`config.mk`:
```
export PLATFORM = sky130hd
export DESIGN_NAME = inverse_factorial
export DESIGN_NICKNAME = d
export VERILOG_FILES = /design/src/rtl/inverse_factorial.sv
export SDC_FILE = /design/constraint.sdc
export NUM_CORES = 1
export LEC_CHECK = 0
export BUFFER_PORTS_ARGS = -buffer_cell sky130_fd_sc_hd__buf_2
export CORE_MARGIN = 2
export CORE_UTILIZATION = 30
export DETAILED_ROUTE_END_ITERATION = 8
export GPL_TIMING_DRIVEN = 0
export MAX_ROUTING_LAYER = met4
export PLACE_DENSITY = 0.42
export REMOVE_ABC_BUFFERS = 1
export SLEW_MARGIN = 40
export SYNTH_ARGS = -nofsm -noshare
export SYNTH_HDL_FRONTEND = slang
export SYNTH_SLANG_ARGS = --single-unit
```
`constraint.sdc`:
```
create_clock -name clk -period 6.15 [get_ports clk]
set_input_delay 1.5375 -clock clk [delete_from_list [all_inputs] [get_ports clk]]
set_output_delay 1.5375 -clock clk [all_outputs]
set_load 0.03 [all_outputs]
```
`src/rtl/inverse_factorial.sv`:
```
// ============================================================================
//  Module      : inverse_factorial
//  Description : Multi-cycle inverse factorial. Finds the largest n with
//                n! <= y by iterative multiplication, one step per clock.
//  Revision    : 1.0 - initial release
// ============================================================================
`default_nettype none

module inverse_factorial #(
    parameter int WIDTH = 16,
    parameter int NW    = 4
) (
    input  logic             clk,
    input  logic             rst_n,
    input  logic             start,
    input  logic [WIDTH-1:0] y_in,
    output logic             busy,
    output logic             done,
    output logic [NW-1:0]    n_out,
    output logic             exact,
    output logic             err
);

    localparam int PW = WIDTH + NW;

    typedef enum logic [0:0] {
        S_IDLE = 1'b0,
        S_CALC = 1'b1
    } state_t;

    state_t             r_state;
    state_t             w_state_nxt;
    logic [WIDTH-1:0]   r_y_q;
    logic [WIDTH-1:0]   w_y_nxt;
    logic [WIDTH-1:0]   r_acc;
    logic [WIDTH-1:0]   w_acc_nxt;
    logic [NW-1:0]      r_k;
    logic [NW-1:0]      w_k_nxt;
    logic [NW-1:0]      w_kp1;
    logic [NW-1:0]      r_n_out;
    logic [NW-1:0]      w_n_nxt;
    logic               r_exact;
    logic               w_exact_nxt;
    logic               r_err;
    logic               w_err_nxt;
    logic               r_done;
    logic               w_done_nxt;
    logic [PW-1:0]      w_nxt;

    // Full-width product: acc <= y_q always, so acc*(k+1) fits in PW bits.
    assign w_kp1 = r_k + 1'b1;
    assign w_nxt = PW'(r_acc) * PW'(w_kp1);

    always_ff @(posedge clk or negedge rst_n) begin
        if (!rst_n) begin
            r_state <= S_IDLE;
            r_y_q   <= '0;
            r_acc   <= '0;
            r_k     <= '0;
            r_n_out <= '0;
            r_exact <= 1'b0;
            r_err   <= 1'b0;
            r_done  <= 1'b0;
        end else begin
            r_state <= w_state_nxt;
            r_y_q   <= w_y_nxt;
            r_acc   <= w_acc_nxt;
            r_k     <= w_k_nxt;
            r_n_out <= w_n_nxt;
            r_exact <= w_exact_nxt;
            r_err   <= w_err_nxt;
            r_done  <= w_done_nxt;
        end
    end

    always_comb begin
        w_state_nxt = r_state;
        w_y_nxt     = r_y_q;
        w_acc_nxt   = r_acc;
        w_k_nxt     = r_k;
        w_n_nxt     = r_n_out;
        w_exact_nxt = r_exact;
        w_err_nxt   = r_err;
        w_done_nxt  = 1'b0;
        case (r_state)
            S_IDLE: begin
                if (start) begin
                    w_y_nxt     = y_in;
                    w_acc_nxt   = WIDTH'(1);
                    w_k_nxt     = NW'(1);
                    w_exact_nxt = 1'b0;
                    w_err_nxt   = 1'b0;
                    w_state_nxt = S_CALC;
                end
            end
            S_CALC: begin
                if (r_y_q == '0) begin
                    w_n_nxt     = '0;
                    w_exact_nxt = 1'b0;
                    w_err_nxt   = 1'b1;
                    w_done_nxt  = 1'b1;
                    w_state_nxt = S_IDLE;
                end else if (w_nxt <= PW'(r_y_q)) begin
                    w_acc_nxt = w_nxt[WIDTH-1:0];
                    w_k_nxt   = w_kp1;
                end else begin
                    // Next factorial overshoots: k is the answer.
                    w_n_nxt     = r_k;
                    w_exact_nxt = (r_acc == r_y_q);
                    w_err_nxt   = 1'b0;
                    w_done_nxt  = 1'b1;
                    w_state_nxt = S_IDLE;
                end
            end
            default: w_state_nxt = S_IDLE;
        endcase
    end

    assign busy  = (r_state == S_CALC);
    assign done  = r_done;
    assign n_out = r_n_out;
    assign exact = r_exact;
    assign err   = r_err;

endmodule

`default_nettype wire

```
Word level (Yosys, flattened, before mapping)
Index checks and enable logic that the tools add are counted.

cells by class
  reduce and logical (&&, ||, !) cells = 5
  mux-type cells = 24
  bitwise logic cells = 1
  magnitude comparators = 1
  $mul = 1
  equal/unequal tests = 6
  $add $sub $neg = 1

operators by type and width
  cell                                           count
  two-way mux 16 bit                             3
  case mux 16 bit (2 select lines)               1
  less-or-equal comparator 20 x 16 -> 1 bit      1
  multiplier 16 x 4 -> 20 bit                    1
  two-way mux 4 bit                              5
  equality test 16 bit                           1
  logical NOT 16 bit                             1
  two-way mux 1 bit                              11
  case mux 4 bit (2 select lines)                1
  != test 2 bit, second input constant           3
  case mux 1 bit (2 select lines)                3
  AND reduction 2 bit                            3
  adder 4 x 1 -> 4 bit, second input constant    1
  != test 3 bit, second input constant           1
  AND reduction 3 bit                            1
  != test 2 x 1 -> 1 bit, second input constant  1
  NOT 1 bit                                      1

storage, ports and cells
  logic and storage cells = 47
  register bits after elaboration = 44
  input port bits = 19
  output and inout port bits = 8

Logic depth before layout (Yosys ltp)
  depth after elaboration = 6
  mapped depth = 24

Worst setup path before layout
OpenSTA, ideal clock, no wires.

  path type = reg-to-reg
  start = register r_k[1]
  end = register r_n_out[0], in the netlist n_out[0]
  data required time = 6.028 ns
  path slack = 0.735 ns
  buffers on the path = 2
  data arrival time = 5.293 ns
  stages on the path, launching flop included = 23
  setup time = 0.122 ns
  path through = dfrtp_1 > ha_1 > xor2_1 > clkbuf_1 > nand2_1 > fa_1 > inv_1 > fa_1 > ha_1 > a211oi_1 > o211ai_1 > and3b_1 > nor3_1 > xnor2_1 > ha_1 > a21oi_1 > o21a_1 > o211ai_1 > o31ai_1 > o2111ai_1 > or3_1 > buf_2 > a32o_1

between the ends
  cells in the longest elaborated chain, start to end = 5

ends and longest elaborated chain
  item                                       RTL line  source
  start, declared                            37        logic [NW-1:0] r_k;
  start signal, assigned                     68        r_k <= w_k_nxt;
  adder 4 x 1 -> 4 bit                       51        assign w_kp1 = r_k + 1'b1;
  multiplier 16 x 4 -> 20 bit                52        assign w_nxt = PW'(r_acc) * PW'(w_kp1);
  less-or-equal comparator 20 x 16 -> 1 bit  103       end else if (w_nxt <= PW'(r_y_q)) begin
  != test 2 bit (no line)                    --
  AND reduction 2 bit (no line)              --
  end signal, assigned                       69        r_n_out <= w_n_nxt;
  end, declared                              40        logic [NW-1:0] r_n_out;

No other way between the ends.
A chain may end at the register's enable or synchronous reset.

Final worst setup path
  start = register r_k[0]
  end = register r_k[2]

between the ends
  cells in the longest elaborated chain, start to end = 5
  elaborated cells between the ends (all ways) = 8

ends and longest elaborated chain
  item                                       RTL line
  adder 4 x 1 -> 4 bit *                     51
  multiplier 16 x 4 -> 20 bit                52
  less-or-equal comparator 20 x 16 -> 1 bit  103
  != test 2 x 1 -> 1 bit (no line)           --
  AND reduction 3 bit (no line)              --

Every way passes the cells marked *; elsewhere a longest branch is shown, timed or not. The select of a mux whose other input is x is not followed.

==> results.yml <==
final_layout:
  fillers: 1491
  final_common_cell: "nand2_1"
  n_antenna_cell: 0
  post_route_cells_drive_above_1_share: 0.205
  syn_to_final_growth_pct: 23.9
  final_cell_mix: "nand2_1 (83), inv_1 (59), dfrtp_1 (40)"
  nNetsFinal: 664
placed_design:
  dpl.hpwl_mm: 9.64
  gp_congestion: 0.815
  port_buffers: 26
synth:
  synth_area_leaders: "dfrtp_1 (24%), fa_1 (12%), ha_1 (11%), nand2_1 (7.0%), and2_1 (5.4%)"
  yosysWarnings: 0
  synth_top_flop_cell: "dfrtp_1"
  ys_async_sr_fraction: 1.00
  synth_edf_count: 0
  syn_avg_cell_area_um2: 8.57
  ys_types: 49
  synth_cells: 525
  synth.largest_area_cell: "dfrtp_1"
  syn_area_um2: 4500
  ys_seq_area_frac: 0.245
  yosys_register_bits: 44
  synth_top_area_frac: 0.245
timing:
  setup_tns_ns: 0
  slew_headroom: 0.603
  skew_ns: 0.00611
  min_period_ns: 5.94
  setup_violations: 0
  timing.fmax_mhz: 168
  holdWs_ns: 0.501
  tightestPinTransition_ns: 0.592
  drv_slew: 0
  fin_crit_sh: 0.966
  hold_viol: 0
floorplanning:
  die_area_um2: 16000
  fp-row-count: 44
  die_width_um: 127
  start_util: 0.309
  coreArea_um2: 14600
  die_h_um: 127
  pin_count: 27
detailed_routing:
  avgViaCountPerCell: 4.97
  via_count: 3785
  ant_nets: 0
  wl_per_cell_um: 17.1
  drc_errors: 0
  drt_wl_total_mm: 13.0
  dr.pass1.iters: 4
  drtIter0Drc: 151
critical_path:
  worstSetupPathType: "reg -> reg"
  crit_fanout: 8
  worstPathRequired_ns: 6.36
  worst_setup_path_end_kind: "register"
  startpoint_type: "register"
  crit_arrival_ns: 6.15
global_route:
  grt_antenna_before_repair: 0
  grt_overflow: 0
  grt_max_degree: 45
  grt_pass1_vias: 3811
  grt_first_pass_wirelength_mm: 20.8
  grt_util_all_layers: 0.172
clock_tree:
  cts_buffers: 5
  cts_tree: "built"
  clkTransAtPathRegs_ns: 0.06
  cts_root_buf: "clkbuf_16"
  htreeDepth: 2
  clock_sinks: 44
  clk_latency_ns: 0.29
  clk_path_buf_depth: 2
run_status:
  outcome: "finished, final reports clean"
power_and_ir_drop:
  power.leakage_nw: 2.64
  max-vdd-ir-drop_mv: 0.391
  p_per_area_nw_per_um2: 436
worst_hold_path:
  worst_hold_path_type: "reg -> reg"
flow_run:
  drv_cap: 0
==> Yosys cell counts (all sizes together) (2+ instances only) <==
cell type	instances
mux2i	19
dfrtp	44
a21oi	26
fa	28
clkbuf	13
a21o	4
and4	2
a31o	2
xnor2	20
or2	2
nor4	7
nor2	11
a32o	4
o21a	2
buf	5
nand4	8
nand2	84
nor2b	8
nor3	3
o211ai	9
ha	41
o21ai	31
o31ai	2
inv	62
a211oi	6
nand2b	13
nand3	4
or3	4
xor2	10
and2	39
==> critical path, cell delays in order, from the launching register on <==
cell       delay (ns)
dfrtp_4          0.51
ha_4             0.19
xor2_4           0.22
buf_4            0.20
and2_1           0.17
fa_1             0.50
inv_1            0.05
fa_1             0.53
inv_1            0.04
ha_2             0.40
nand4_1          0.16
nor3_2           0.23
nand2_1          0.13
nand2_2          0.13
xor2_4           0.24
ha_4             0.25
a21oi_1          0.15
o21a_1           0.18
o211ai_1         0.15
o31ai_4          0.40
o2111ai_4        0.25
nor3_4           0.29
buf_6            0.15
buf_6            0.13
mux2i_1          0.19
==> state kept, by name, summed over array words and instances, names as in the netlist <==
register and cells:
busy 1, r_y_q 16, exact 1, r_acc 16
done 1, err 1, r_k 4, n_out 4
==> cell families after synthesis <==
logic type	synth area share
muxes	0.0422
AOI/OAI and AO/OA	0.137
buffers and inverters	0.0703
and+or+nand+nor	0.209
adders and majority gates	0.238
DFF	0.245
xor gates and xnor gates	0.0584
==> worst paths after layout <==
| check | startpoint | endpoint | cells past startpoint | slack, ns |
|---|---|---|---|---|
| setup / recovery | r_k[0]$_DFFE_PN0P_ | r_k[2]$_DFFE_PN0P_ | 24 | 0.21 |
| hold reg to reg | n_out[3]$_DFFE_PN0P_ | n_out[3]$_DFFE_PN0P_ | 1 | 0.50 |
| min in group asynchronous | rst_n | done$_DFF_PN0_ | 1 | 1.24 |
| hold / removal | n_out[3]$_DFFE_PN0P_ | n_out[3]$_DFFE_PN0P_ | 1 | 0.50 |
| setup reg to reg | r_k[0]$_DFFE_PN0P_ | r_k[2]$_DFFE_PN0P_ | 24 | 0.21 |
| max in group asynchronous | rst_n | r_k[0]$_DFFE_PN0P_ | 1 | 4.46 |
==> stage by stage <==
stage | worst slack (ns) | cell area, µm² | utilization | total power [W] | instances
3_5_place_dp | -1.99 | 4850 | 0.333 | 0.00176 | 721
6_report | 0.210 | 5580 | 0.382 | 0.00243 | 761
5_1_grt | -0.0333 | 5580 | 0.382 | 0.00263 | 761
2_1_floorplan | -1.14 | 4420 | - | 0.00136 | 507
3_3_place_gp | -4.18 | 4780 | 0.328 | 0.00172 | 717
4_1_cts | 0.000584 | 5200 | 0.357 | 0.00222 | 739
==> repair_timing <==
item | in CTS | in global routing
endpoints found under the setup margin | 28 | 28
gates resized for setup | 20 | 38
endpoints found under the hold margin | 0 | 0
pin swaps | 4 | 23
buffers inserted | 9 | 22
cloned | 1 | 0
hold buffers | 0 | 0
==> power breakdown <==
group          switching, W  internal, W
clock              0.000117     0.000162
combinational      0.000853     0.000736
sequential         0.000166     0.000399
total               0.00114      0.00130
==> routing by layer <==
layer	track usage	wire length, µm
met3	0.0164	272
met4	0.0465	252
met5	-	0
met2	0.277	6220
met1	0.232	6260
==> layout make-up <==
type                       instances  area, µm²  share of cell area
clock buffer                       6        139              0.0249
sequential                        44       1110               0.199
inverter                          62        233              0.0417
tap                              184        230              0.0413
multi-input combinational        402       3410               0.611
clock inverter                     2       15.0             0.00269
timing repair buffer              61        445              0.0799
No activity file was read; power rests on OpenSTA's default activity.
